`src/rtl/ex_stage_pkg.sv`:
```
// ---------------------------------------------------------------------------
// ex_stage_pkg
// Shared definitions for the MIPS execute stage and its iterative
// multiply/divide unit:
//   - ALUOp encodings driven by the main decoder
//   - R-type funct field constants
//   - internal ALU operation enum and its decoder
//   - multiply/divide FSM state encoding
//   - default iteration count and the one-bit-per-cycle datapath step
// No ports; imported by ex_muldiv and ex_stage.
// ---------------------------------------------------------------------------
package ex_stage_pkg;

   localparam int MD_CYCLES_DEFAULT = 32;

   localparam logic [1:0] ALUOP_ADD   = 2'b00;
   localparam logic [1:0] ALUOP_SUB   = 2'b01;
   localparam logic [1:0] ALUOP_FUNCT = 2'b10;
   localparam logic [1:0] ALUOP_ADDI  = 2'b11;

   localparam logic [5:0] FUNCT_ADD  = 6'h20;
   localparam logic [5:0] FUNCT_SUB  = 6'h22;
   localparam logic [5:0] FUNCT_AND  = 6'h24;
   localparam logic [5:0] FUNCT_OR   = 6'h25;
   localparam logic [5:0] FUNCT_SLT  = 6'h2A;
   localparam logic [5:0] FUNCT_MFHI = 6'h10;
   localparam logic [5:0] FUNCT_MFLO = 6'h12;
   localparam logic [5:0] FUNCT_MULT = 6'h18;
   localparam logic [5:0] FUNCT_DIV  = 6'h1A;

   typedef enum logic [3:0] {
      ALU_ADD,
      ALU_SUB,
      ALU_AND,
      ALU_OR,
      ALU_SLT,
      ALU_MFHI,
      ALU_MFLO,
      ALU_MULT,
      ALU_DIV,
      ALU_NONE
   } alu_op_e;

   typedef enum logic [1:0] {
      MD_IDLE = 2'd0,
      MD_BUSY = 2'd1,
      MD_DONE = 2'd2
   } md_state_e;

   // Translate the decoder's ALUOp plus the funct field into one internal
   // operation; unknown funct codes map to ALU_NONE, which yields zero.
   function automatic alu_op_e decode_alu_op(input logic [1:0] aluop,
                                             input logic [5:0] funct);
      alu_op_e op;
      op = ALU_NONE;
      case (aluop)
         ALUOP_ADD, ALUOP_ADDI: op = ALU_ADD;
         ALUOP_SUB:             op = ALU_SUB;
         default: begin
            case (funct)
               FUNCT_ADD:  op = ALU_ADD;
               FUNCT_SUB:  op = ALU_SUB;
               FUNCT_AND:  op = ALU_AND;
               FUNCT_OR:   op = ALU_OR;
               FUNCT_SLT:  op = ALU_SLT;
               FUNCT_MFHI: op = ALU_MFHI;
               FUNCT_MFLO: op = ALU_MFLO;
               FUNCT_MULT: op = ALU_MULT;
               FUNCT_DIV:  op = ALU_DIV;
               default:    op = ALU_NONE;
            endcase
         end
      endcase
      return op;
   endfunction

   // One iteration of the unsigned magnitude datapath, shared by both
   // operations on the same {w_hi, w_lo} register pair.
   // Multiply: w_lo holds the multiplier, w_hi the partial product; each
   // step conditionally adds the multiplicand and shifts right by one.
   // Divide: w_lo holds the dividend shifting out / quotient shifting in,
   // w_hi the partial remainder; each step is one restoring subtraction.
   function automatic logic [63:0] md_step(input logic        is_div,
                                           input logic [31:0] mag,
                                           input logic [31:0] w_hi,
                                           input logic [31:0] w_lo);
      logic [32:0] sum;
      logic [32:0] shifted;
      logic [32:0] trial;
      logic [63:0] res;
      sum     = {1'b0, w_hi} + (w_lo[0] ? {1'b0, mag} : 33'd0);
      shifted = {w_hi, w_lo[31]};
      trial   = shifted - {1'b0, mag};
      if (!is_div) begin
         res = {sum, w_lo[31:1]};
      end else if (!trial[32]) begin
         res = {trial[31:0], w_lo[30:0], 1'b1};
      end else begin
         res = {shifted[31:0], w_lo[30:0], 1'b0};
      end
      return res;
   endfunction

endpackage

```
`src/rtl/ex_muldiv.sv`:
```
// ---------------------------------------------------------------------------
// ex_muldiv
// Iterative signed multiply / divide unit owning the HI and LO registers.
// One magnitude bit is retired per clock; the result is sign-corrected and
// committed to HI/LO on the edge that takes the FSM from BUSY to DONE.
// Ports:
//   clk    in   rising-edge clock
//   rst    in   asynchronous reset, active low
//   start  in   a MULT or DIV is sitting in EX
//   op     in   0 = MULT, 1 = DIV
//   a, b   in   32-bit signed operands (dividend / divisor for DIV)
//   busy   out  combinational stall request for the hazard unit
//   hi     out  committed HI register
//   lo     out  committed LO register
// ---------------------------------------------------------------------------
module ex_muldiv
   import ex_stage_pkg::*;
#(
   parameter int MD_CYCLES = MD_CYCLES_DEFAULT
) (
   input  logic        clk,
   input  logic        rst,
   input  logic        start,
   input  logic        op,
   input  logic [31:0] a,
   input  logic [31:0] b,
   output logic        busy,
   output logic [31:0] hi,
   output logic [31:0] lo
);

   localparam int CW = (MD_CYCLES > 2) ? $clog2(MD_CYCLES) : 1;
   localparam logic [CW-1:0] LAST_STEP = CW'(MD_CYCLES - 2);

   md_state_e   state;
   md_state_e   state_next;
   logic [CW-1:0] cnt;
   logic        last_step;

   logic        is_div;
   logic        neg_res;
   logic        a_neg;
   logic        b_zero;
   logic [31:0] mag_m;
   logic [31:0] w_hi;
   logic [31:0] w_lo;

   logic [31:0] a_mag;
   logic [31:0] b_mag;
   logic [31:0] load_m;
   logic [31:0] load_lo;
   logic [63:0] load_step;
   logic [63:0] run_step;
   logic [63:0] prod_signed;
   logic [31:0] quo_signed;
   logic [31:0] rem_signed;
   logic [31:0] hi_final;
   logic [31:0] lo_final;

   // The counter reaching MD_CYCLES-1 happens on the edge leaving
   // the cycle where it still reads MD_CYCLES-2.
   assign last_step = (cnt == LAST_STEP);

   // Operand magnitudes and the first iteration are formed straight from
   // the inputs so the load edge already retires one bit; together with
   // the MD_CYCLES-1 BUSY edges that gives exactly MD_CYCLES iterations.
   assign a_mag     = a[31] ? (~a + 32'd1) : a;
   assign b_mag     = b[31] ? (~b + 32'd1) : b;
   assign load_m    = op ? b_mag : a_mag;
   assign load_lo   = op ? a_mag : b_mag;
   assign load_step = md_step(op, load_m, 32'd0, load_lo);
   assign run_step  = md_step(is_div, mag_m, w_hi, w_lo);

   // State register: reset aborts any operation in flight.
   always_ff @(posedge clk or negedge rst) begin
      if (!rst) begin
         state <= MD_IDLE;
      end else begin
         state <= state_next;
      end
   end

   // Next-state logic. DONE always falls back to IDLE so the MULT/DIV
   // still held in EX during its release cycle does not start again.
   always_comb begin
      state_next = state;
      case (state)
         MD_IDLE: if (start)     state_next = MD_BUSY;
         MD_BUSY: if (last_step) state_next = MD_DONE;
         MD_DONE:                state_next = MD_IDLE;
         default:                state_next = MD_IDLE;
      endcase
   end

   // Output logic: the stall rises in the very cycle the operation enters
   // EX and is held low while reset is asserted, even if a MULT/DIV is
   // still presented at the inputs.
   always_comb begin
      busy = rst && (((state == MD_IDLE) && start) || (state == MD_BUSY));
   end

   // Sign correction of the finished magnitude result. For a zero divisor
   // the remainder magnitude ends up equal to the dividend magnitude, so
   // the sign-corrected remainder is already the dividend; only LO needs
   // the explicit all-ones override.
   always_comb begin
      prod_signed = neg_res ? (~run_step + 64'd1) : run_step;
      quo_signed  = neg_res ? (~run_step[31:0] + 32'd1) : run_step[31:0];
      rem_signed  = a_neg ? (~run_step[63:32] + 32'd1) : run_step[63:32];
      hi_final    = rem_signed;
      lo_final    = quo_signed;
      if (!is_div) begin
         hi_final = prod_signed[63:32];
         lo_final = prod_signed[31:0];
      end else if (b_zero) begin
         lo_final = 32'hFFFF_FFFF;
      end
   end

   // Iterative datapath and HI/LO. Operands and signs are captured on the
   // start edge; HI/LO only change on the final BUSY edge.
   always_ff @(posedge clk or negedge rst) begin
      if (!rst) begin
         cnt     <= '0;
         is_div  <= 1'b0;
         neg_res <= 1'b0;
         a_neg   <= 1'b0;
         b_zero  <= 1'b0;
         mag_m   <= '0;
         w_hi    <= '0;
         w_lo    <= '0;
         hi      <= '0;
         lo      <= '0;
      end else if (state == MD_IDLE) begin
         if (start) begin
            cnt     <= '0;
            is_div  <= op;
            neg_res <= a[31] ^ b[31];
            a_neg   <= a[31];
            b_zero  <= (b == 32'd0);
            mag_m   <= load_m;
            w_hi    <= load_step[63:32];
            w_lo    <= load_step[31:0];
         end
      end else if (state == MD_BUSY) begin
         cnt  <= cnt + CW'(1);
         w_hi <= run_step[63:32];
         w_lo <= run_step[31:0];
         if (last_step) begin
            hi <= hi_final;
            lo <= lo_final;
         end
      end
   end

endmodule

```
`src/rtl/ex_stage.sv`:
```
// ---------------------------------------------------------------------------
// ex_stage
// Execute stage of the five-stage MIPS pipeline. Selects operand B and the
// destination register, computes the ALU result and branch target, and
// latches everything into the EX/MEM register.
// Optional feature: define EX_MULDIV_EN to build in the iterative
// multiply/divide unit (HI/LO, MULT, DIV, MFHI, MFLO and the stall output).
// Without it those functs give zero and stall is tied low.
// Ports:
//   clk, rst                   clock and asynchronous active-low reset
//   wb_ctlin, m_ctlin          WB / MEM controls from ID/EX (m bit 2 = Branch)
//   ex_ctlin                   {RegDst, ALUOp[1:0], ALUSrc}
//   npcin                      PC+4
//   rdata1in, rdata2in         register operands A and B
//   s_extendin                 sign-extended immediate, [5:0] = funct
//   instrin_2016, instrin_1511 rt and rd
//   wb_ctlout, m_ctlout        registered controls (bubbled during stall)
//   add_result                 registered branch target
//   zero                       registered ALU-result-is-zero flag
//   alu_result                 registered ALU result
//   rdata2out                  registered store data
//   muxout                     registered destination register
//   stall                      combinational freeze for PC, IF/ID, ID/EX
// ---------------------------------------------------------------------------
module ex_stage
   import ex_stage_pkg::*;
#(
   parameter int MD_CYCLES = MD_CYCLES_DEFAULT
) (
   input  logic        clk,
   input  logic        rst,
   input  logic [1:0]  wb_ctlin,
   input  logic [2:0]  m_ctlin,
   input  logic [3:0]  ex_ctlin,
   input  logic [31:0] npcin,
   input  logic [31:0] rdata1in,
   input  logic [31:0] rdata2in,
   input  logic [31:0] s_extendin,
   input  logic [4:0]  instrin_2016,
   input  logic [4:0]  instrin_1511,
   output logic [1:0]  wb_ctlout,
   output logic [2:0]  m_ctlout,
   output logic [31:0] add_result,
   output logic        zero,
   output logic [31:0] alu_result,
   output logic [31:0] rdata2out,
   output logic [4:0]  muxout,
   output logic        stall
);

   logic        reg_dst;
   logic [1:0]  alu_op_sel;
   logic        alu_src;
   logic [31:0] operand_b;
   logic [4:0]  dest_reg;
   logic [31:0] branch_target;
   alu_op_e     alu_op;
   logic [31:0] alu_res;
   logic [31:0] hi_val;
   logic [31:0] lo_val;

   // The multiply/divide datapath retires one bit per cycle, so the
   // iteration count has to match the 32-bit operand width.
   if (MD_CYCLES != 32) begin : g_bad_md_cycles
      $error("ex_stage: MD_CYCLES must be 32 for the bit-serial datapath");
   end

   assign {reg_dst, alu_op_sel, alu_src} = ex_ctlin;
   assign operand_b     = alu_src ? s_extendin : rdata2in;
   assign dest_reg      = reg_dst ? instrin_1511 : instrin_2016;
   assign branch_target = npcin + {s_extendin[29:0], 2'b00};
   assign alu_op        = decode_alu_op(alu_op_sel, s_extendin[5:0]);

`ifdef EX_MULDIV_EN
   logic md_start;
   logic md_is_div;

   assign md_start  = (alu_op == ALU_MULT) || (alu_op == ALU_DIV);
   assign md_is_div = (alu_op == ALU_DIV);

   ex_muldiv #(
      .MD_CYCLES(MD_CYCLES)
   ) u_muldiv (
      .clk  (clk),
      .rst  (rst),
      .start(md_start),
      .op   (md_is_div),
      .a    (rdata1in),
      .b    (operand_b),
      .busy (stall),
      .hi   (hi_val),
      .lo   (lo_val)
   );
`else
   assign stall  = 1'b0;
   assign hi_val = 32'd0;
   assign lo_val = 32'd0;
`endif

   // ALU: 32-bit wrap-around arithmetic, no overflow trap. MULT/DIV write
   // only HI/LO, so their own ALU result is zero like any unknown funct.
   always_comb begin
      alu_res = 32'd0;
      case (alu_op)
         ALU_ADD:  alu_res = rdata1in + operand_b;
         ALU_SUB:  alu_res = rdata1in - operand_b;
         ALU_AND:  alu_res = rdata1in & operand_b;
         ALU_OR:   alu_res = rdata1in | operand_b;
         ALU_SLT:  alu_res = {31'd0, $signed(rdata1in) < $signed(operand_b)};
         ALU_MFHI: alu_res = hi_val;
         ALU_MFLO: alu_res = lo_val;
         default:  alu_res = 32'd0;
      endcase
   end

   // EX/MEM register. While stalled the controls become a bubble so the
   // held instruction has no side effects downstream; data still flows.
   always_ff @(posedge clk or negedge rst) begin
      if (!rst) begin
         wb_ctlout  <= '0;
         m_ctlout   <= '0;
         add_result <= '0;
         zero       <= 1'b0;
         alu_result <= '0;
         rdata2out  <= '0;
         muxout     <= '0;
      end else begin
         wb_ctlout  <= stall ? 2'b00 : wb_ctlin;
         m_ctlout   <= stall ? 3'b000 : m_ctlin;
         add_result <= branch_target;
         zero       <= (alu_res == 32'd0);
         alu_result <= alu_res;
         rdata2out  <= rdata2in;
         muxout     <= dest_reg;
      end
   end

endmodule

```
`config.mk`:
```
export PLATFORM = sky130hd
export DESIGN_NAME = ex_stage
export DESIGN_NICKNAME = d
export VERILOG_FILES = /design/src/rtl/ex_stage_pkg.sv /design/src/rtl/ex_muldiv.sv /design/src/rtl/ex_stage.sv
export SDC_FILE = /design/constraint.sdc
export NUM_CORES = 1
export LEC_CHECK = 0
export ABC_CLOCK_PERIOD_IN_PS = 800
export BUFFER_PORTS_ARGS = -buffer_cell sky130_fd_sc_hd__buf_2
export CORE_MARGIN = 3
export CORE_UTILIZATION = 51
export CTS_BUF_LIST = sky130_fd_sc_hd__clkbuf_4 sky130_fd_sc_hd__clkbuf_8
export CTS_CLUSTER_DIAMETER = 50
export DETAILED_ROUTE_END_ITERATION = 10
export MAX_ROUTING_LAYER = met4
export PLACE_DENSITY = 0.79
export SLEW_MARGIN = 20
export SYNTH_ARGS = -nofsm -noshare
export SYNTH_HDL_FRONTEND = slang
export SYNTH_SLANG_ARGS = --single-unit
```
`constraint.sdc`:
```
create_clock -name clk -period 0.8 [get_ports clk]
set_input_delay 0.04 -clock clk [delete_from_list [all_inputs] [get_ports clk]]
set_output_delay 0.04 -clock clk [all_outputs]
set_load 0.005 [all_outputs]
```
==> run metrics, run 1 <==
proportion of synthesized flip-flops having asynchronous set or reset 1.00; Netlist Area Pre-Place 10300 um^2; last step reached global routing; I/O Pins 257; number of synthesized flops with an enable pin 0; buffers from clock root to sink, at most 2; type of the worst endpoint after the last repair register data pin; proportion of synthesized chip area in sequential cells 0.261; average size of a mapped cell 8.64 um^2; syn_nets 1474; sinks on the clock net ~110; number of input and output port buffers inserted ~260; routability cong. 1.03; HPWL after detailed placement 35600 um; Initial Utilization 0.523; largest net degree at the start of global routing 35; Warnings, synthesis 0; global-route usage over all layers 0.984; number of rows created at floorplan between 50 and 60; post-placement cell count 2116; post-synthesis cell count 1186; Die Height 148 um; error that stopped the run [ERROR GRT-0232] Routing congestion too high. Check the congestion heatmap in the GUI.; most frequently used flop master after synthesis dfrtp_1; Chip Width 148 um; count of state elements after synthesis between 100 and 150; residual overflow from global routing between 1500 and 2000; H-tree Lvls 3; status aborted with a tool error; post-synthesis cell type count 91; worst endpoint after global-route timing repair zero$_DFF_PN0_/D; total clock buffers created by CTS 9; CTS root buffer clkbuf_8
[stage by stage]
stage / util / hold slack, ns / worst slack [ns] / setup TNS, ns / cell area [um^2]
global placement: 0.780 / -0.0677 / -3.48 / -128.75 / 15300
CTS: 0.913 / -0.105 / -2.86 / -103.32 / 17900
detailed placement: 0.780 / -0.0644 / -3.61 / -133.81 / 15300
floorplan: - / -0.256 / -3.41 / -89.93 / 10600
[synth_stat cells (5+ instances only)]
cell	n	area (um^2)
or3_1	7	43.8
inv_1	123	462
a2111oi_0	9	78.8
ha_1	136	1700
o22ai_1	13	81.3
buf_6	7	78.8
o21a_1	6	45.0
buf_1	7	26.3
or4_1	6	45.0
o21ai_0	61	305
nand2b_1	12	75.1
nor4_1	7	43.8
xnor2_1	23	201
nor2_1	100	375
nor3_1	21	105
o21bai_1	21	158
a211o_1	8	70.1
a211oi_1	20	150
o31ai_1	9	67.6
a31o_2	6	52.6
a311oi_1	5	43.8
nand4_1	11	68.8
mux2i_1	49	490
a21o_1	22	165
o221ai_1	6	52.6
and3_1	6	37.5
o211ai_1	18	135
a221oi_1	14	123
xor2_1	5	43.8
or2_2	5	31.3
dfrtp_1	107	2680
clkbuf_1	24	90.1
mux2_2	7	78.8
a31oi_1	14	87.6
clkbuf_8	7	96.3
nand3_1	17	85.1
nor2b_1	18	113
a21oi_1	86	430
o221a_2	9	101
nand2_1	60	225
[layer usage]
metal / GRT overflow / track usage
met5: - / -
met4: 315 / 1.07
met2: 1206 / 1.25
met3: 25 / 0.721
met1: 26 / 0.885
[cells by family after synthesis]
logic type                 synth area share
AOI/OAI and AO/OA                     0.258
xor gates and xnor gates             0.0239
adders and majority gates             0.172
buffers and inverters                0.0771
DFF                                   0.261
muxes                                0.0555
other                              0.000366
and+or+nand+nor                       0.152
[timing repair]
action / 4_1_cts
hold endpoints to repair: 153
gates resized for setup: 272
buffers inserted: 66
setup endpoints to repair: 169
pin swaps: 104
cloned: 3
hold buffers: 51
==> inputs of run 2 (changes only) <==
Settings changed: CORE_UTILIZATION 51 to 36, CTS_BUF_LIST sky130_fd_sc_hd__clkbuf_4 sky130_fd_sc_hd__clkbuf_8 to default, CTS_CLUSTER_DIAMETER 50 to default, MAX_ROUTING_LAYER met4 to default, PLACE_DENSITY 0.79 to default, PLACE_DENSITY_LB_ADDON from default to 0.15.
==> run metrics, run 2 <==
status finished with violations; violated checks hold timing, setup timing; antenna violations before repair 5; longest individual stage delay on the worst path 0.52 ns; cell-internal power ~16 mW; DP Area 15600 um^2 (+2.1%); Max VDD drop 0.000854 V; setup repair after global routing missed its margin yes; power dissipated by switching net loads 9.81 mW; final WL between 40000 and 50000 um; average size of a mapped cell 8.64 um^2 (unchanged); Warnings, synthesis 0 (unchanged); Critical Path Start ex_ctlin[0]; CP delay by family, top simple AND/OR/NAND/NOR gates; layout overhead on the synthesized area 80.3%; DRC violations left 0; most frequently used flop master after synthesis dfrtp_1; timing-limited maximum frequency 0.266 GHz; residual overflow from global routing 0; cell type with the highest aggregate area in the netlist dfrtp_1; Initial Utilization 0.367 (-0.156); hold-fix buffers at CTS 51 (unchanged); Arrival @ worst endpoint ~4 ns; Total Power 26.0 mW; cell count along the critical path 15; startpoint-to-endpoint class of the critical path primary input to register; number of rows created at floorplan 61 (+20%); HPWL after detailed placement 35200 um (-1.2%); cell area power density 1410 nW/um^2; share of the clock period used by the worst path 4.70; headroom to the max-slew limit 0.597; I/O Pins 257 (unchanged); CTS root buffer clkbuf_16; Final Slew Violations 0; largest cells by area after synthesis dfrtp_1 (26%), ha_1 (17%), mux2i_1 (4.8%), inv_1 (4.5%), a21oi_1 (4.2%); number of DRC violations after detailed-routing iteration 0 1015; end of the critical path zero; number of iterations in the first detailed-routing pass 6; Max stage delay cell, worst path or4_4; crit-path max FO 7; proportion of synthesized flip-flops having asynchronous set or reset 1.00 (unchanged); final standard cell area without fillers 18500 um^2; Hold WC Path Type primary input to register; share of power burned in the clock network 0.171; syn_nets 1474 (unchanged); area of the core 27900 um^2; required time worst endpoint 1.10 ns; proportion of power drawn by combinational gates 0.581; final total negative setup slack -103.02 ns; commonest non-fill, non-tap cell in the layout buf_4; cell breakdown of the critical path buf_12 -> buf_12 -> mux2i_4 -> ha_4 -> or3_4 -> a2111o_1 -> a311oi_2 -> or2b_4 -> a41oi_4 -> nand4_1 -> or4b_4 -> o2bb2ai_4 -> or4_4 -> nor4_2 -> and4b_1; H-tree Lvls 3 (unchanged); post-synthesis cell count 1186 (unchanged); antenna-violating nets left 0; post-layout utilization of the core 0.662; number of buffers and inverters on the critical path 2; top cell types by occurrence after synthesis ha_1 (136), inv_1 (123), dfrtp_1 (107); Nets ~2300; largest net degree at the start of global routing 40; number of input and output port buffers inserted 255 (unchanged); via total after detailed routing 12500; number of setup violations in the final report 169; Most Frequent Cell on Critical Path buf_12; largest registers in the final layout add_result: 32 flops, alu_result: 32 flops, rdata2out: 32 flops; minimum setup slack in the final design -2.96 ns; library cell with the highest instance count after synthesis ha_1; Fill cells 2330; routability cong. 0.951 (-7.9%); count of state elements after synthesis 107 (unchanged); slew at the pin closest to its max-slew limit between 0.6 and 0.7 ns; max_cap viols 0; Netlist Area Pre-Place 10300 um^2 (unchanged); endpoint kind of the worst setup timing path register; switching share of power 0.377; type of element launching the critical path primary input; drt via density 5.28; buffers from clock root to sink, at most 2 (unchanged); Die Area 30500 um^2; clock tree from TritonCTS done; highest-count cells in the layout ignoring fill and taps buf_4 (475), buf_2 (247), inv_1 (116); P_leak 9.08 nW; via count of the first global-routing pass 12300; Die Height 175 um (+18%); sinks on the clock net 107 (unchanged); share of layout cells above drive strength 1 0.526; hold slack -0.0681 ns; Layout Cells excl Fill 2370; number of synthesized flops with an enable pin 0 (unchanged); total clock buffers created by CTS 9 (unchanged); post-placement cell count 2251 (+6.4%); routed wirelength normalized by instance count 19.3 um; global-route usage over all layers 0.285; post-synthesis cell type count 91 (unchanged); Hold Fails Final Rpt 1; proportion of synthesized chip area in sequential cells 0.261 (unchanged); register clock-pin slew on the reported worst setup and hold paths 0.08 ns; post-synth top area share 0.261 (unchanged); time the worst path needs with I/O delays and setup 3.76 ns; global-route wire length before repair 68700 um; Chip Width 175 um (+18%); Flop pwr share 0.247
-- run 2: logic make-up after synthesis --
logic type | count (synthesis) | share of synthesized area
AO/OA/AOI/OAI | 376 | 0.258
AND/OR/NAND/NOR | 305 | 0.152
buffers and inverters | 174 | 0.0771
adder cells (fa/ha/maj) | 139 | 0.172
flip-flops | 107 | 0.261
multiplexers | 56 | 0.0555
XOR/XNOR | 28 | 0.0239
other | 1 | 0.000366
-- run 2: power groups by stage --
| stage | clock, mW | sequential (mW) | combinational, mW |
|---|---|---|---|
| 3_5_place_dp | 0 | 6.53 | 12.1 |
| 6_report | 4.45 | 6.43 | 15.1 |
| 4_1_cts | 4.56 | 6.43 | 13.7 |
| 5_1_grt | 4.79 | 6.51 | 16.1 |
| 3_3_place_gp | 0 | 6.53 | 12.1 |
| 2_1_floorplan | 0 | 6.63 | 5.37 |
-- run 2: what timing repair did --
item                                    4_1_cts  5_1_grt
endpoints found under the setup margin      169      169
pin swaps                                    68       89
hold endpoints to repair                    153        1
setup buffers                                40       22
gates resized for setup                     189      141
cloned                                        1        0
-- run 2: per-layer routing --
metal	global-route usage	vias to the layer above	wire, um
li1	-	5913	-
met1	0.399	6003	20200
met2	0.463	523	21300
met3	0.0409	66	3250
met4	0.0735	2	1000
met5	0	-	8
-- run 2: layout make-up --
class,instances,area (um^2),share of cell area
multi-input cells,905,8410,0.455
repair buffers,837,6160,0.333
flip-flops and latches,107,2680,0.145
well taps,378,473,0.0256
clock inverters,7,66.3,0.00359
diodes,4,10.0,0.000541
clock buffers,9,225,0.0122
inverters,123,462,0.0250
-- run 2: worst min-delay path by stage --
stage | startpoint | end | slack [ns] | cells past startpoint
finish | npcin[2] | add_result[2] | -0.07 | 2
global route | npcin[2] | add_result[2] | -0.08 | 2
CTS | npcin[2] | add_result[2] | -0.08 | 2
detailed placement | rst | rdata2out[23] | -0.1 | 1
global placement | rst | add_result[20] | -0.09 | 1
floorplan | rst | add_result[0] | -0.26 | 0
-- run 2: through the flow --
step / setup WS [ns] / hold slack (ns)
detailed placement: -3.84 / -0.0957
global placement: -3.80 / -0.0926
global route: -3.07 / -0.0804
finish: -2.96 / -0.0681
CTS: -2.90 / -0.0769
floorplan: -3.41 / -0.256
(Power assumes the default switching activity.)
==> inputs of run 3 (changes only) <==
==> constraint.sdc (replaced) <==
create_clock -name clk -period 0.8 [get_ports clk]
set_input_delay 0.24 -clock clk [delete_from_list [all_inputs] [get_ports clk]]
set_output_delay 0.24 -clock clk [all_outputs]
set_load 0.005 [all_outputs]
==> run metrics, run 3 (synthesis results as in run 2) <==
total clock buffers created by CTS 9 (unchanged); Die Area 30500 um^2 (unchanged); timing-limited maximum frequency 0.251 GHz (-5.6%); Arrival @ worst endpoint 4.27 ns (+0.20 ns); number of iterations in the first detailed-routing pass 5 (-1); area of the core 27900 um^2 (unchanged); placement-stage worst setup slack -3.88 ns (-0.0453 ns); antenna violations before repair 2 (-3); buffers from clock root to sink, at most 2 (unchanged); hold slack 0.0175 ns (+0.0856 ns); CTS root buffer clkbuf_16; time the worst path needs with I/O delays and setup 3.98 ns (+0.223 ns); depth of the worst hold-timing path 1 (-1); endpoint kind of the worst setup timing path register; Hold Fails Final Rpt 0 (-1); headroom to the max-slew limit 0.586 (-0.0118); Nets 2262 (-0.40%); sinks on the clock net 107 (unchanged); Chip Width 175 um (unchanged); Die Height 175 um (unchanged); HPWL after detailed placement 34700 um (-1.5%); number of setup violations in the final report 169 (unchanged); global-route wire length before repair 67100 um (-2.4%); routability cong. 0.967 (+1.7%); number of rows created at floorplan 61 (unchanged); number of input and output port buffers inserted 255 (unchanged); P_leak 9.11 nW (+0.42%); required time worst endpoint 1.09 ns (about the same); H-tree Lvls 3 (unchanged); via count of the first global-routing pass 12300 (+0.15%); Initial Utilization 0.367 (unchanged); Total Power 26.3 mW (+1.4%); highest-count cells in the layout ignoring fill and taps buf_4 (480), buf_2 (248), inv_1 (114); register clock-pin slew on the reported worst setup and hold paths 0.07 ns (about the same); antenna-violating nets left 0 (unchanged); largest net degree at the start of global routing 36 (-10%); routed wirelength normalized by instance count 19.1 um (-0.69%); global-route usage over all layers 0.278 (-0.00710); layout overhead on the synthesized area 82.6%; startpoint-to-endpoint class of the critical path primary input to register; violated checks setup timing; clock tree from TritonCTS done; final WL 45200 um (-1.1%); residual overflow from global routing 0 (unchanged); Max VDD drop 0.000876 V (+2.5%); type of element launching the critical path primary input; via total after detailed routing 12400 (-1.2%); status finished with violations; number of DRC violations after detailed-routing iteration 0 1020 (+0.49%); Final Slew Violations 0 (unchanged); max_cap viols 0 (unchanged); crit-path max FO 3 (-4); I/O Pins 257 (unchanged); DRC violations left 0 (unchanged); minimum setup slack in the final design -3.18 ns (-0.223 ns); cell area power density 1410 nW/um^2 (+0.17%); slew at the pin closest to its max-slew limit 0.606 ns (+0.00359 ns); setup repair after global routing missed its margin yes; share of layout cells above drive strength 1 0.557 (+0.0312); share of the clock period used by the worst path 4.98 (+0.278); commonest non-fill, non-tap cell in the layout buf_4; drt via density 5.24 (-0.70%); largest registers in the final layout add_result: 32 flops, alu_result: 32 flops, rdata2out: 32 flops; Hold WC Path Type primary input to register
-- run 3: worst max-delay path, stage by stage --
cell       delay [ns]
buf_12           0.09
mux2i_4          0.23
inv_2            0.09
ha_4             0.17
fa_2             0.41
a211oi_2         0.25
buf_4            0.16
nor4_4           0.05
or4b_4           0.56
a2111oi_4        0.43
nor2_1           0.12
a221o_1          0.33
a21o_2           0.21
or4b_1           0.49
nor4_2           0.22
and4b_1          0.22
-- run 3: final cells by class --
class	count	area [um^2]
Fill cell	2314	9220
Multi-Input combinational cell	905	8740
Timing Repair Buffer	828	6070
Sequential cell	107	2680
Tap cell	378	473
Inverter	123	468
Clock buffer	10	239
Clock inverter	6	47.5
Antenna cell	2	5.00
-- run 3: per-layer routing --
metal  part of all wire  track usage  up-vias
met5                  0            0        -
met4              0.029       0.0888        0
met3              0.072       0.0511       84
met2               0.46        0.452      486
met1               0.44        0.375     5891
li1                   -            -     5901
-- run 3: metrics by stage --
| stage | utilization | std cells | area [um^2] | setup TNS [ns] |
|---|---|---|---|---|
| 3_3_place_gp | 0.560 | 2258 | 15600 | -139.77 |
| 3_5_place_dp | 0.560 | 2258 | 15600 | -141.02 |
| 4_1_cts | 0.641 | 2334 | 17900 | -128.82 |
| 6_report | 0.670 | 2359 | 18700 | -131.31 |
| 5_1_grt | 0.670 | 2359 | 18700 | -139.31 |
| 2_1_floorplan | - | 1186 | 10600 | -102.25 |
-- run 3: final timing paths --
kind / start / end / slack [ns]
max: ex_ctlin[0] / zero / -3.18
min: rdata2in[31] / rdata2out[31] / 0.02
max in group asynchronous: rst / alu_result[3] / 0.10
min in group asynchronous: rst / rdata2out[16] / 0.28
-- run 3: report_power, final --
| part | leakage, nW | total, mW | switching (mW) | internal [mW] |
|---|---|---|---|---|
| Clock | 0.139 | 4.34 | 2.11 | 2.23 |
| Sequential | 1.26 | 6.41 | 0.220 | 6.19 |
| Combinational | 7.72 | 15.6 | 7.59 | 8.00 |
-- run 3: timing repair --
action,4_1_cts,5_1_grt
endpoints found under the hold margin,123,0
hold buffers,17,0
pin swaps,100,64
gates cloned,1,0
setup buffers,54,34
resized for setup,280,125
setup endpoints to repair,169,169
==> inputs of run 4 (changes only) <==
Settings changed: CORE_ASPECT_RATIO from default to 0.7, CORE_MARGIN 3 to default.
==> run metrics, run 4 (synthesis results as in run 2) <==
register area 2680 um^2 (unchanged); Chip Width 204 um (+17%); worst min-delay path startpoint rdata2in[30]; time the worst path needs with I/O delays and setup 4.16 ns (+0.178 ns); cell area power density 1440 nW/um^2 (+2.5%); Max VDD drop 0.00103 V (+17%); number of iterations in the first detailed-routing pass 5 (unchanged); largest registers in the final layout add_result: 32 flops, alu_result: 32 flops, rdata2out: 32 flops; depth of the worst hold-timing path 1 (unchanged); final total negative setup slack -134.25 ns (-2.94 ns); required time worst endpoint 1.09 ns (about the same); final standard cell area without fillers 18000 um^2 (-3.6%); highest-count cells in the layout ignoring fill and taps buf_4 (454), buf_2 (249), inv_1 (116); startpoint-to-endpoint class of the critical path primary input to register; share of layout cells above drive strength 1 0.537 (-0.0199); area of combinational cells with multiple inputs 8470 um^2 (-3.1%); type of element launching the critical path primary input; minimum setup slack in the final design -3.36 ns (-0.178 ns); via total after detailed routing 12300 (-0.14%); commonest non-fill, non-tap cell in the layout buf_4; residual overflow from global routing 0 (unchanged); number of input and output port buffers inserted 255 (unchanged); Nets 2221 (-1.8%); max_cap viols 0 (unchanged); layout overhead on the synthesized area 75.9%; area of the core 27900 um^2 (-0.17%); buffers from clock root to sink, at most 2 (unchanged); status finished with violations; sinks on the clock net 107 (unchanged); headroom to the max-slew limit 0.458 (-0.128); HPWL after detailed placement 35800 um (+3.1%); global-route usage over all layers 0.302 (+0.0240); DRC violations left 0 (unchanged); placement-stage worst setup slack -4.02 ns (-0.139 ns); number of DRC violations after detailed-routing iteration 0 969 (-5.0%); Initial Utilization 0.368 (+0.000642); total clock buffers created by CTS 9 (unchanged); CTS root buffer clkbuf_16; Hold Path End rdata2out[30]; Die Area 29200 um^2 (-4.5%); Arrival @ worst endpoint 4.45 ns (+0.18 ns); endpoint kind of the worst setup timing path register; routed wirelength normalized by instance count 19.7 um (+3.1%); final WL 45600 um (+0.90%); Most Frequent Cell on Critical Path buf_12; violated checks setup timing; share of the clock period used by the worst path 5.20 (+0.222); antenna violations before repair 1 (-1); I/O Pins 257 (unchanged); register clock-pin slew on the reported worst setup and hold paths 0.08 ns (about the same); Die Height 143 um (-18%); timing-limited maximum frequency 0.240 GHz (-4.3%); longest individual stage delay on the worst path 0.50 ns (-0.06 ns); Hold WC Path Type primary input to register; number of rows created at floorplan 51 (-16%); Fill cells 2284 (-1.3%); cell breakdown of the critical path buf_12 -> buf_12 -> buf_8 -> mux2i_4 -> ha_4 -> or3_4 -> a2111o_1 -> a311oi_4 -> buf_4 -> nor3b_1 -> a2bb2oi_2 -> nor2_2 -> nand4b_1 -> a2111oi_0 -> or4b_1 -> nor4_2 -> and4b_1; Final Slew Violations 0 (unchanged); setup repair after global routing missed its margin yes; Total Power 26.0 mW (-1.2%); drt via density 5.35 (+2.0%); crit-path max FO 8 (+5); H-tree Lvls 3 (unchanged); via count of the first global-routing pass 11700 (-4.7%); global-route wire length before repair 67500 um (+0.56%); number of setup violations in the final report 169 (unchanged); antenna-violating nets left 0 (unchanged); Hold Fails Final Rpt 0 (unchanged); routability cong. 0.987 (+2.0%); slew at the pin closest to its max-slew limit 0.792 ns (+0.186 ns); DP Area 15400 um^2 (-1.7%); P_leak 8.88 nW (-2.6%); largest net degree at the start of global routing 56 (+56%); clock tree from TritonCTS done; Max stage delay cell, worst path or4b_1
[run 4: area by class of cell]
cell class / instances / share of cell area
tap: 371 / 0.0257
inverter: 123 / 0.0258
timing repair buffer: 787 / 0.314
antenna: 1 / 0.000139
sequential: 107 / 0.148
multi-input combinational: 905 / 0.470
clock buffer: 9 / 0.0125
clock inverter: 6 / 0.00402
[run 4: metrics by stage]
step                hold slack (ns)  instances  utilization
floorplan                   -0.0556       1186            -
global placement              0.260       2217        0.552
detailed placement            0.259       2217        0.552
CTS                         0.00251       2287        0.613
global route                0.00372       2308        0.647
finish                       0.0147       2309        0.647
[run 4: worst max-delay path, delay by kind of cell]
kind | cells | cell delay (ns)
compound gates | 4 | 1.32
fa+ha+maj | 1 | 0.25
buf+inv | 4 | 0.59
mux | 1 | 0.26
simple gates | 7 | 1.77
[run 4: power breakdown]
group / leakage [nW] / internal (mW) / switching (mW)
Sequential: 1.26 / 6.19 / 0.221
Clock: 0.142 / 2.45 / 2.17
Combinational: 7.48 / 7.56 / 7.43
Total: 8.88 / 16.2 / 9.82
[run 4: worst max path at each step]
| stage | startpoint | to | slack [ns] |
|---|---|---|---|
| 3_3_place_gp | ex_ctlin[0] | zero | -4.04 |
| 3_5_place_dp | ex_ctlin[0] | zero | -4.02 |
| 4_1_cts | ex_ctlin[0] | zero | -3.15 |
| 5_1_grt | ex_ctlin[0] | zero | -3.38 |
| 2_1_floorplan | s_extendin[0] | zero | -3.61 |
| 6_report | ex_ctlin[0] | zero | -3.36 |
[run 4: what timing repair did]
item / in CTS / in global routing
resized for setup: 192 / 151
endpoints found under the hold margin: 119 / 0
setup endpoints to repair: 169 / 169
hold buffers: 13 / 0
buffers inserted: 45 / 38
pin swaps: 73 / 96
[run 4: layer usage]
| layer | GRT usage | up-vias | part of all wire |
|---|---|---|---|
| li1 | - | 5795 | - |
| met1 | 0.448 | 5990 | 0.48 |
| met2 | 0.446 | 521 | 0.42 |
| met3 | 0.0710 | 39 | 0.092 |
| met4 | 0.0412 | 0 | 0.010 |
| met5 | 0 | - | 0 |
